`config.mk`:
```
export PLATFORM = sky130hd
export DESIGN_NAME = relay_pulse_sequencer
export DESIGN_NICKNAME = d
export VERILOG_FILES = /design/src/rtl/relay_pulse_sequencer.sv
export SDC_FILE = /design/constraint.sdc
export NUM_CORES = 1
export LEC_CHECK = 0
export BUFFER_PORTS_ARGS = -buffer_cell sky130_fd_sc_hd__buf_4
export CAP_MARGIN = 5
export CELL_PAD_IN_SITES_DETAIL_PLACEMENT = 0
export CELL_PAD_IN_SITES_GLOBAL_PLACEMENT = 1
export CORE_MARGIN = 2
export CORE_UTILIZATION = 45
export CTS_CLUSTER_DIAMETER = 60
export DETAILED_ROUTE_END_ITERATION = 16
export GPL_TIMING_DRIVEN = 0
export MAX_ROUTING_LAYER = met4
export PLACE_DENSITY = 0.79
export SKIP_LAST_GASP = 1
export SLEW_MARGIN = 10
export SYNTH_ARGS = -nofsm -noshare
export SYNTH_HDL_FRONTEND = slang
export SYNTH_SLANG_ARGS = --single-unit
```
`constraint.sdc`:
```
create_clock -name clk -period 3.5 [get_ports clk]
set_input_delay 0.7 -clock clk [delete_from_list [all_inputs] [get_ports clk]]
set_output_delay 0.7 -clock clk [all_outputs]
set_load 0.01 [all_outputs]
```
`src/rtl/relay_pulse_sequencer.sv`:
```
// Break-before-make pulse sequencer for four latching relays on H-bridges.
// Accepts one command at a time, drops and counts strobes while busy.
module relay_pulse_sequencer #(
  parameter int CLK_HZ      = 250000000,
  parameter int PULSE_US    = 10000,
  parameter int DEAD_CYC    = 250,
  parameter int COOLDOWN_US = 20000
) (
  input  logic       clk,
  input  logic       rst,
  input  logic       relay_en,
  input  logic       relay_dir,
  input  logic [1:0] relay_channel,
  output logic       relay_done,
  output logic       busy,
  output logic [3:0] coil_a,
  output logic [3:0] coil_b,
  output logic [7:0] drop_count
);

  localparam int CYC_PER_US   = CLK_HZ / 1000000;
  localparam int PULSE_CYC    = CYC_PER_US * PULSE_US;
  localparam int COOLDOWN_CYC = CYC_PER_US * COOLDOWN_US;
  localparam int MAX_PC       = (PULSE_CYC > COOLDOWN_CYC) ? PULSE_CYC : COOLDOWN_CYC;
  localparam int MAX_CYC      = (MAX_PC > DEAD_CYC) ? MAX_PC : DEAD_CYC;
  localparam int CNT_W        = $clog2(MAX_CYC + 1);

  localparam logic [CNT_W-1:0] DEAD_LOAD  = CNT_W'(DEAD_CYC - 1);
  localparam logic [CNT_W-1:0] PULSE_LOAD = CNT_W'(PULSE_CYC - 1);
  localparam logic [CNT_W-1:0] COOL_LOAD  = CNT_W'((COOLDOWN_CYC > 0) ? COOLDOWN_CYC - 1 : 0);

  typedef enum logic [2:0] {
    IDLE,
    PRE_GUARD,
    PULSE,
    POST_GUARD,
    COOLDOWN,
    DONE
  } state_t;

  state_t           state_reg, state_next;
  logic [CNT_W-1:0] cnt_reg, cnt_next;
  logic             dir_reg, dir_next;
  logic [1:0]       ch_reg, ch_next;
  logic [7:0]       drop_reg, drop_next;
  logic [3:0]       coil_a_reg, coil_a_next;
  logic [3:0]       coil_b_reg, coil_b_next;
  logic             pulse_next;

  always_ff @(posedge clk or posedge rst) begin
    if (rst) begin
      state_reg  <= IDLE;
      cnt_reg    <= '0;
      dir_reg    <= 1'b0;
      ch_reg     <= 2'd0;
      drop_reg   <= 8'd0;
      coil_a_reg <= 4'd0;
      coil_b_reg <= 4'd0;
    end else begin
      state_reg  <= state_next;
      cnt_reg    <= cnt_next;
      dir_reg    <= dir_next;
      ch_reg     <= ch_next;
      drop_reg   <= drop_next;
      coil_a_reg <= coil_a_next;
      coil_b_reg <= coil_b_next;
    end
  end

  always_comb begin
    state_next = state_reg;
    cnt_next   = cnt_reg;
    dir_next   = dir_reg;
    ch_next    = ch_reg;
    case (state_reg)
      IDLE: begin
        if (relay_en) begin
          dir_next   = relay_dir;
          ch_next    = relay_channel;
          cnt_next   = DEAD_LOAD;
          state_next = PRE_GUARD;
        end
      end
      PRE_GUARD: begin
        if (cnt_reg == '0) begin
          cnt_next   = PULSE_LOAD;
          state_next = PULSE;
        end else begin
          cnt_next = cnt_reg - 1'b1;
        end
      end
      PULSE: begin
        if (cnt_reg == '0) begin
          cnt_next   = DEAD_LOAD;
          state_next = POST_GUARD;
        end else begin
          cnt_next = cnt_reg - 1'b1;
        end
      end
      POST_GUARD: begin
        if (cnt_reg == '0) begin
          cnt_next   = COOL_LOAD;
          state_next = (COOLDOWN_CYC > 0) ? COOLDOWN : DONE;
        end else begin
          cnt_next = cnt_reg - 1'b1;
        end
      end
      COOLDOWN: begin
        if (cnt_reg == '0) begin
          state_next = DONE;
        end else begin
          cnt_next = cnt_reg - 1'b1;
        end
      end
      DONE: begin
        state_next = IDLE;
      end
      default: begin
        state_next = IDLE;
      end
    endcase
  end

  always_comb begin
    drop_next = drop_reg;
    if (relay_en && (state_reg != IDLE) && (drop_reg != 8'hFF)) begin
      drop_next = drop_reg + 8'd1;
    end
  end

  // Coil drive is decoded from the next state so the registered legs switch
  // on the same edge the FSM enters or leaves PULSE.
  assign pulse_next = (state_next == PULSE);

  genvar gi;
  generate
    for (gi = 0; gi < 4; gi++) begin : g_coil
      assign coil_a_next[gi] = pulse_next &&  dir_next && (ch_next == 2'(gi));
      assign coil_b_next[gi] = pulse_next && !dir_next && (ch_next == 2'(gi));
    end
  endgenerate

  // Bridge legs drop with rst itself, independent of flop clear-to-Q timing.
  assign coil_a     = rst ? 4'd0 : coil_a_reg;
  assign coil_b     = rst ? 4'd0 : coil_b_reg;
  assign busy       = (state_reg != IDLE);
  assign relay_done = (state_reg == DONE);
  assign drop_count = drop_reg;

endmodule

```
======== Yosys cells after proc, flatten, opt, wreduce, memory -nomap -nowiden ========
Index checks and enable logic that the tools add are counted.
word-level totals
  bits of input ports ..................... 6
  word-level logic and storage cells ...... 58
  output and inout bits ................... 18
  register bits after elaboration ......... 45
operators by class
  multiplexer cells ....................... 18
  reduce and logical (&&, ||, !) cells .... 19
  eq/ne operators ......................... 12
  add/subtract/negate cells ............... 2
operators with widths
  kind                                                 count
  2-to-1 mux 23 bit                                    5
  one-hot mux 23 bit (5 select lines)                  1
  zero test 23 bit                                     1
  subtractor 23 x 1 -> 23 bit (second input constant)  1
  2-to-1 mux 3 bit                                     5
  one-hot mux 3 bit (5 select lines)                   1
  logical AND 1 bit                                    12
  == test 3 x 2 -> 1 bit (second input constant)       3
  adder 8 x 1 -> 8 bit (second input constant)         1
  2-to-1 mux 4 bit                                     2
  != test 8 bit (second input constant)                1
  == test 3 bit (second input constant)                2
  nonzero test 5 bit                                   1
  == test 2 bit (second input constant)                2
  2-to-1 mux 2 bit                                     2
  != test 2 bit (second input constant)                2
  == test 3 x 1 -> 1 bit (second input constant)       1
  zero test 3 bit                                      1
  AND reduction 3 bit                                  1
  nonzero test 3 bit                                   1
  == test 2 x 1 -> 1 bit (second input constant)       1
  zero test 2 bit                                      1
  2-to-1 mux 1 bit                                     2
  zero test 1 bit                                      1

======== Logic depth before layout (Yosys ltp) ========
Gate-level depths: netlist (run 1).
  depth in word-level cells ............... 6
  depth in mapped cells ................... 9
  mapped depth without buffers ............ 8

======== Worst setup path before layout (run 1) ========
No wires, ideal clock.
  kind .................................... register to register
  start ................................... reg cnt_reg[1]
  end ..................................... reg cnt_reg[5]
  setup time .............................. 126 ps
  required time ........................... 3374 ps
  cell stages (with the launch flop) ...... 9
  arrival time ............................ 2375 ps
  path slack .............................. 999 ps
  cell sequence ........................... dfrtp_1 -> inv_1 -> ha_1 -> or4b_2 -> or4_4 -> buf_6 -> o21ai_1 -> a21oi_1 -> o32a_1
on the way
  word-level cells in the longest chain between the ends .. 3
  elaborated cells between the ends (all ways) .. 9
ends and longest elaborated chain
  what                                                                        RTL line  RTL
  start: declaration                                                          42        logic [CNT_W-1:0] cnt_reg, cnt_next;
  start signal: assignment                                                    61        cnt_reg <= cnt_next;
  subtractor 23 x 1 -> 23 bit or zero test 23 bit (tied branches)             --
  2-to-1 mux 23 bit, or another cell as far along                             109       if (cnt_reg == '0) begin
  one-hot mux 23 bit (5 select lines) or AND reduction 3 bit (tied branches)  --
Parallel ways exist; a longest one is shown, timed or not. The select of a mux whose other input is x is not followed.
A chain may end at the register's enable or synchronous reset.

======== Final worst setup path (run 1) ========
  start ................................... reg cnt_reg[1]
  end ..................................... reg cnt_reg[11]
The elaborated chain is that of the path after synthesis.

==> out/metrics.csv, run 1 <==
metric,value,unit
status,"finished, final reports clean",
power_switching,0.0003002,W
yosys_most_used_dff,dfrtp_1,
synth_nets,312,
intPower,0.0008609,W
dr_total_vias,2406,
peakVddDrop,0.3442,mV
hold_ws,446.4,ps
synth_edf_count,0,
required,3740,ps
relSlewSlack,0.4321,
core_area,0.005816,mm^2
leakagePower,1.234,nW
clockPowerShare,0.335,
synth-seq-area-share,0.4233,
yosysTopAreaCellShare,0.4233,
first_pass_iters,4,
max-clock-path-buffers,2,
cp_max_fo,10,
p_seq_frac,0.519,
area_growth,14.68,%
drv_slew,0,
worstMarginPinSlew,844.0,ps
synth_top_area_cell,dfrtp_1,
post-cts-setup-buffers,0,
totalWireLength,7.260,mm
yosysMostFrequentCell,dfrtp_1,
synth_area_per_cell,8.779,um^2
grt_pass1_vias,2319,
portBuffers,23,
crit_family,simple AND/OR/NAND/NOR gates,
worstSetupStartpointType,register,
cts_tree,done,
end_kind,register,
synth_cell_types,55,
fp.dieW,80.89,um
cts_htree_levels,2,
synth_seq_cells,45,
hpwl,5.251,mm
syn_inst,303,
antenna_found_initial,0,
drt_iter0_markers,280,
path_clk_slew,90,ps
pwr-share-comb,0.146,
cts_resized,0,
p_per_area,380.6,mW/mm^2
synth_common_cells,"dfrtp_1 (45), nand2_1 (29), nor2_1 (28)",
gp_congestion,0.9656,
clockRootBuffer,clkbuf_8,
hold_violations,0,
cpPeakStageDelay,650,ps
nNetsFinal,343,
route.detailed.drc,0,
clock_latency,300,ps
viasPerCell,5.883,
synthesis.area,0.002660,mm^2
crit_slowest_cell,or4b_2,
drive_gt1_frac,0.1467,
dieArea,0.006542,mm^2
min_path_type,primary input to async pin,
diodes,0,
fmax,322.6,MHz
yosysWarnings,0,
synth.area.top_cells,"dfrtp_1 (42%), o21ai_0 (4.1%), nand2_1 (4.1%)",
ctsHoldBuffers,0,
cp_num_buf_inv,1,
worstSetupPathType,register to register,
cts_sinks,45,
start_util,0.4574,
grt_first_pass_wirelength,11.86,mm
regToRegSetupSlack,400,ps
swShare,0.2585,
grt_usage,0.2468,
drv_cap,0,
fin_crit_sh,0.8857,
setup_viol,0,
final.setup_skew,10.39,ps
synthArstFlopShare,1.000,
rsz0062_at_grt,false,
numCtsBuffers,5,
fin_tns_setup,0,ps
cp_cell_sequence,inv_1 > ha_1 > or4b_2 > nor4_4 > nand2_2 > nor4_1 > o21ai_0 > nand3_1,
io_pins,24,
grt_start_max_net_pins,28,
largest_register_ffs,23,
num_rows,28,
finalCriticalPeriod,3100,ps
dieHeight,80.89,um
overflow,0,
postRouteAntennaNets,0,
drt-wirelength-per-cell,17.75,um
cp.arrival,3340,ps
placed cells by master (no fill, tap or decap), types with 3 or more instances in the layout:
| cell type | n |
|---|---|
| ha_1 | 3 |
| nand2_1 | 29 |
| nor2b_1 | 8 |
| o21ai_0 | 22 |
| or3_1 | 8 |
| a21o_1 | 3 |
| a21oi_1 | 18 |
| xor2_1 | 5 |
| o211ai_1 | 7 |
| nor4_1 | 6 |
| inv_1 | 8 |
| o22ai_1 | 4 |
| or2_2 | 3 |
| nand3_1 | 10 |
| buf_4 | 23 |
| and3_1 | 6 |
| clkbuf_8 | 5 |
| or4_1 | 3 |
| nor2_1 | 28 |
| nor3_1 | 13 |
| a31oi_1 | 6 |
| xnor2_1 | 11 |
| clkbuf_1 | 9 |
| dfrtp_1 | 45 |
| nand4_1 | 4 |
per-stage QoR:
| step | power, W | instances | instance area (um^2) | utilization | worst slack (ps) |
|---|---|---|---|---|---|
| CTS | 0.001172 | 409 | 3050 | 0.5245 | 441.6 |
| floorplan | 0.0006966 | 303 | 2660 | - | 998.6 |
| global placement | 0.0007787 | 401 | 2927 | 0.5032 | 441.2 |
| global route | 0.001219 | 409 | 3050 | 0.5245 | 230.4 |
| finish | 0.001161 | 409 | 3050 | 0.5245 | 400.1 |
| detailed placement | 0.0007855 | 402 | 2947 | 0.5067 | 491.8 |
worst paths after layout:
check	from	endpoint	cells after the start
setup / recovery	cnt_reg[1]	cnt_reg[11]	8
hold / removal	rst	state_reg[0]	2
setup reg to reg	cnt_reg[1]	cnt_reg[11]	8
hold reg to reg	drop_count[6]	drop_count[6]	1
max in group asynchronous	rst	cnt_reg[4]	3
min in group clk	drop_count[6]	drop_count[6]	1
cell type report:
cell class                 count  area (um^2)
clock buffer                   5        68.82
multi-input combinational    237         1446
timing repair buffer          24        192.7
clock inverter                 2        35.03
sequential                    45         1126
fill                         572         2765
tap                           75        93.84
buffer                        12        53.80
inverter                       9        33.78
power by group through the flow:
stage | clock, W | sequential [W] | combinational [W]
2_1_floorplan | 0 | 0.000624 | 0.0000721
3_3_place_gp | 0 | 0.000612 | 0.000167
3_5_place_dp | 0 | 0.000612 | 0.000174
4_1_cts | 0.000395 | 0.000604 | 0.000173
5_1_grt | 0.000422 | 0.000612 | 0.000186
6_report | 0.000389 | 0.000603 | 0.000169
kinds of logic (layout without fill, tap and decap cells):
family | after synthesis | in the layout | synth area share
and+or+nand+nor | 132 | 132 | 0.2601
muxes | 4 | 4 | 0.01599
buffers and inverters | 21 | 52 | 0.03292
DFF | 45 | 45 | 0.4233
AOI/OAI and AO/OA | 82 | 82 | 0.2009
xor gates and xnor gates | 16 | 16 | 0.05268
adders and majority gates | 3 | 3 | 0.01411
routing by layer:
layer,GRT usage,vias to the layer above,share of wire
li1,-,1160,-
met1,0.3216,1138,0.45
met2,0.3744,87,0.46
met3,0.05333,21,0.056
met4,0.1000,0,0.032
met5,-,-,0
Power figures use the tool's default switching activity.
==> run 2, diff against run 1 <==
--- a/config.mk
+++ b/config.mk
@@ -5,17 +5,18 @@
 export SDC_FILE = /design/constraint.sdc
 export NUM_CORES = 1
 export LEC_CHECK = 0
+export ABC_AREA = 1
 export BUFFER_PORTS_ARGS = -buffer_cell sky130_fd_sc_hd__buf_4
-export CAP_MARGIN = 5
+export CAP_MARGIN = 10
 export CELL_PAD_IN_SITES_DETAIL_PLACEMENT = 0
 export CELL_PAD_IN_SITES_GLOBAL_PLACEMENT = 1
 export CORE_MARGIN = 2
-export CORE_UTILIZATION = 45
+export CORE_UTILIZATION = 44
 export CTS_CLUSTER_DIAMETER = 60
 export DETAILED_ROUTE_END_ITERATION = 16
 export GPL_TIMING_DRIVEN = 0
 export MAX_ROUTING_LAYER = met4
-export PLACE_DENSITY = 0.79
+export PLACE_DENSITY = 0.8
 export SKIP_LAST_GASP = 1
 export SLEW_MARGIN = 10
 export SYNTH_ARGS = -nofsm -noshare
==> run 2 against run 1 <==
Net effect:
- setup slack improved by 1100 ps
- clock skew is 4.6 ps lower
- maximum frequency up 52%
- power rose by 0.99%
==> out/metrics.csv, run 2 <==
metric,value,unit,change
yosysWarnings,0,,unchanged
synth_seq_cells,45,,unchanged
clockRootBuffer,clkbuf_8,,
ctsHoldBuffers,0,,unchanged
synth_edf_count,0,,unchanged
synth_cell_types,34,,-38%
synth_common_cells,"nand2_1 (125), inv_1 (56), nor2_1 (48)",,
drv_cap,0,,unchanged
fin_crit_sh,0.5843,,-0.3014
relSlewSlack,0.6923,,+0.2602
overflow,0,,unchanged
synth-seq-area-share,0.3927,,-0.03066
cp.arrival,2240,ps,-1100 ps
met3_usage,0.03441,,-0.01892
rsz0062_at_grt,false,,
cts_htree_levels,2,,unchanged
grt_first_pass_wirelength,11.85,mm,about the same
synth_top_area_cell,dfrtp_1,,
dieHeight,84.73,um,+4.8%
grt_usage,0.2118,,-0.03503
hold_violations,0,,unchanged
reg2reg_depth,11,,+3
portBuffers,22,,-4.3%
drt-wirelength-per-cell,13.18,um,-26%
worstSetupPathType,register to register,,
route.detailed.drc,0,,unchanged
synthesis.area,0.002868,mm^2,+7.8%
worstMarginPinSlew,460.2,ps,-383.8 ps
fin_tns_setup,0,ps,unchanged
fp.dieW,84.73,um,+4.8%
viasPerCell,4.844,,-18%
dieArea,0.007179,mm^2,+9.7%
cts_tree,done,,
grt_pass1_vias,2478,,+6.9%
finish.utilization,0.5153,,-0.009267
numCtsBuffers,5,,unchanged
status,"finished, final reports clean",,
start_util,0.4542,,-0.003180
hold_ws,486.6,ps,+40.22 ps
max-clock-path-buffers,2,,unchanged
finalCriticalPeriod,2045,ps,-1055 ps
required,3700,ps,-40 ps
min_path_type,register to register,,
final_cells,508,,+24%
final.setup_skew,5.767,ps,-4.627 ps
clock_latency,300,ps,about the same
post-cts-setup-buffers,0,,unchanged
synthArstFlopShare,1.000,,unchanged
cp_max_fo,6,,-4
syn_inst,401,,+32%
drt_iter0_markers,159,,-43%
area_growth,13.44,%,
nFillCells,655,,+15%
num_rows,29,,+3.6%
setup_viol,0,,unchanged
worstSetupStartpointType,register,,
synth_area_per_cell,7.151,um^2,-19%
yosys_most_used_dff,dfrtp_1,,
first_pass_iters,4,,unchanged
antenna_found_initial,0,,unchanged
final_common_cell,nand2_1,,
io_pins,24,,unchanged
grt_busiest_layer,met2,,
hold_path_depth,2,,
dr_total_vias,2461,,+2.3%
met2_usage,0.3293,,-0.04510
yosysMostFrequentCell,nand2_1,,
synth_nets,410,,+31%
postRouteAntennaNets,0,,unchanged
hpwl,4.993,mm,-4.9%
yosysTopAreaCellShare,0.3927,,-0.03066
fmax,489.0,MHz,+52%
nNetsFinal,440,,+28%
cts_resized,0,,unchanged
p_per_area,360.4,mW/mm^2,-5.3%
synth.area.top_cells,"dfrtp_1 (39%), nand2_1 (16%), inv_1 (7.3%)",,
peakVddDrop,0.3724,mV,+8.2%
grt_start_max_net_pins,31,,+11%
drv_slew,0,,unchanged
end_kind,register,,
diodes,0,,unchanged
largest_register_ffs,23,,unchanged
core_area,0.006314,mm^2,+8.6%
place_inst,501,,+25%
gp_congestion,0.8549,,-11%
path_clk_slew,90,ps,about the same
leakagePower,1.798,nW,+46%
cts_sinks,45,,unchanged
totalWireLength,6.696,mm,-7.8%
drive_gt1_frac,0.1694,,+0.02267
layout_common_cells,"nand2_1 (125), inv_1 (55), nor2_1 (48), dfrtp_1 (45), nand3_1 (33)",,
grtUsageMet1,0.2949,,-0.02671
run 2: cell count changes in the layout (fill, tap and decap cells not counted), moves of 8 or more:
cell	before	now
nor2b_1	8	0
nand2_1	29	125
nor2_1	28	48
xnor2_1	11	3
a21oi_1	18	2
inv_1	8	55
or3_1	8	0
nor3_1	13	3
nand3_1	10	33
xor2_1	5	13
clkbuf_1	9	1
o21ai_0	22	5
run 2: layer usage:
layer | vias up | routed length (um) | share of wire
met5 | - | 0 | 0
met4 | 0 | 50 | 0.0075
met3 | 6 | 223 | 0.033
met2 | 46 | 3129 | 0.47
met1 | 1111 | 3292 | 0.49
li1 | 1298 | - | -
run 2: path summary, 6_finish.rpt:
path	start	endpoint	slack, ps
min in group asynchronous	rst	cnt_reg[0]	560
min	cnt_reg[1]	cnt_reg[1]	490
max	cnt_reg[0]	cnt_reg[12]	1460
max reg2reg	cnt_reg[0]	cnt_reg[12]	1460
max in group asynchronous	rst	drop_count[3]	2450
min reg2reg	cnt_reg[1]	cnt_reg[1]	490
run 2: final cells by class:
cell class | count | area, um^2 | share of cell area
clock inverters | 2 | 35.03 | 0.01077
multi-input cells | 290 | 1481 | 0.4554
clock buffers | 5 | 68.82 | 0.02115
repair buffers | 23 | 185.2 | 0.05692
plain buffers | 4 | 27.53 | 0.008462
flip-flops and latches | 45 | 1126 | 0.3462
well taps | 77 | 96.34 | 0.02962
inverters | 62 | 232.7 | 0.07154
run 2: critical path, cell delays in order (launching register included):
cell and delay (ps):
dfrtp_1 400, inv_1 140, ha_1 200, inv_1 50
nor2_1 80, nand3_1 100, inv_1 70, nand3_1 130
nand2_2 140, nand4_1 390, nand3_1 200, inv_1 60
run 2: through the flow:
step	cell area, um^2	worst slack, ps	power (W)
floorplan	2868	1543	0.0007030
global placement	3129	857.3	0.0007851
detailed placement	3149	1468	0.0007925
CTS	3253	1438	0.001187
global route	3253	1216	0.001231
finish	3253	1455	0.001173
run 2: cells by family (layout without fill, tap and decap cells):
group | count (synthesis) | count (layout) | share of synthesized area
mux | 1 | 1 | 0.003926
buf+inv | 66 | 96 | 0.09075
fa+ha+maj | 3 | 3 | 0.01309
xor+xnor | 16 | 16 | 0.04887
compound gates | 14 | 14 | 0.02661
flops | 45 | 45 | 0.3927
simple gates | 256 | 256 | 0.4241
run 2: where the power goes:
part	total (W)	internal, W	leakage [nW]	switching (W)
clock	0.000393	0.000208	0.0540	0.000185
sequential	0.000606	0.000557	0.544	0.0000488
combinational	0.000174	0.0000854	1.20	0.0000884
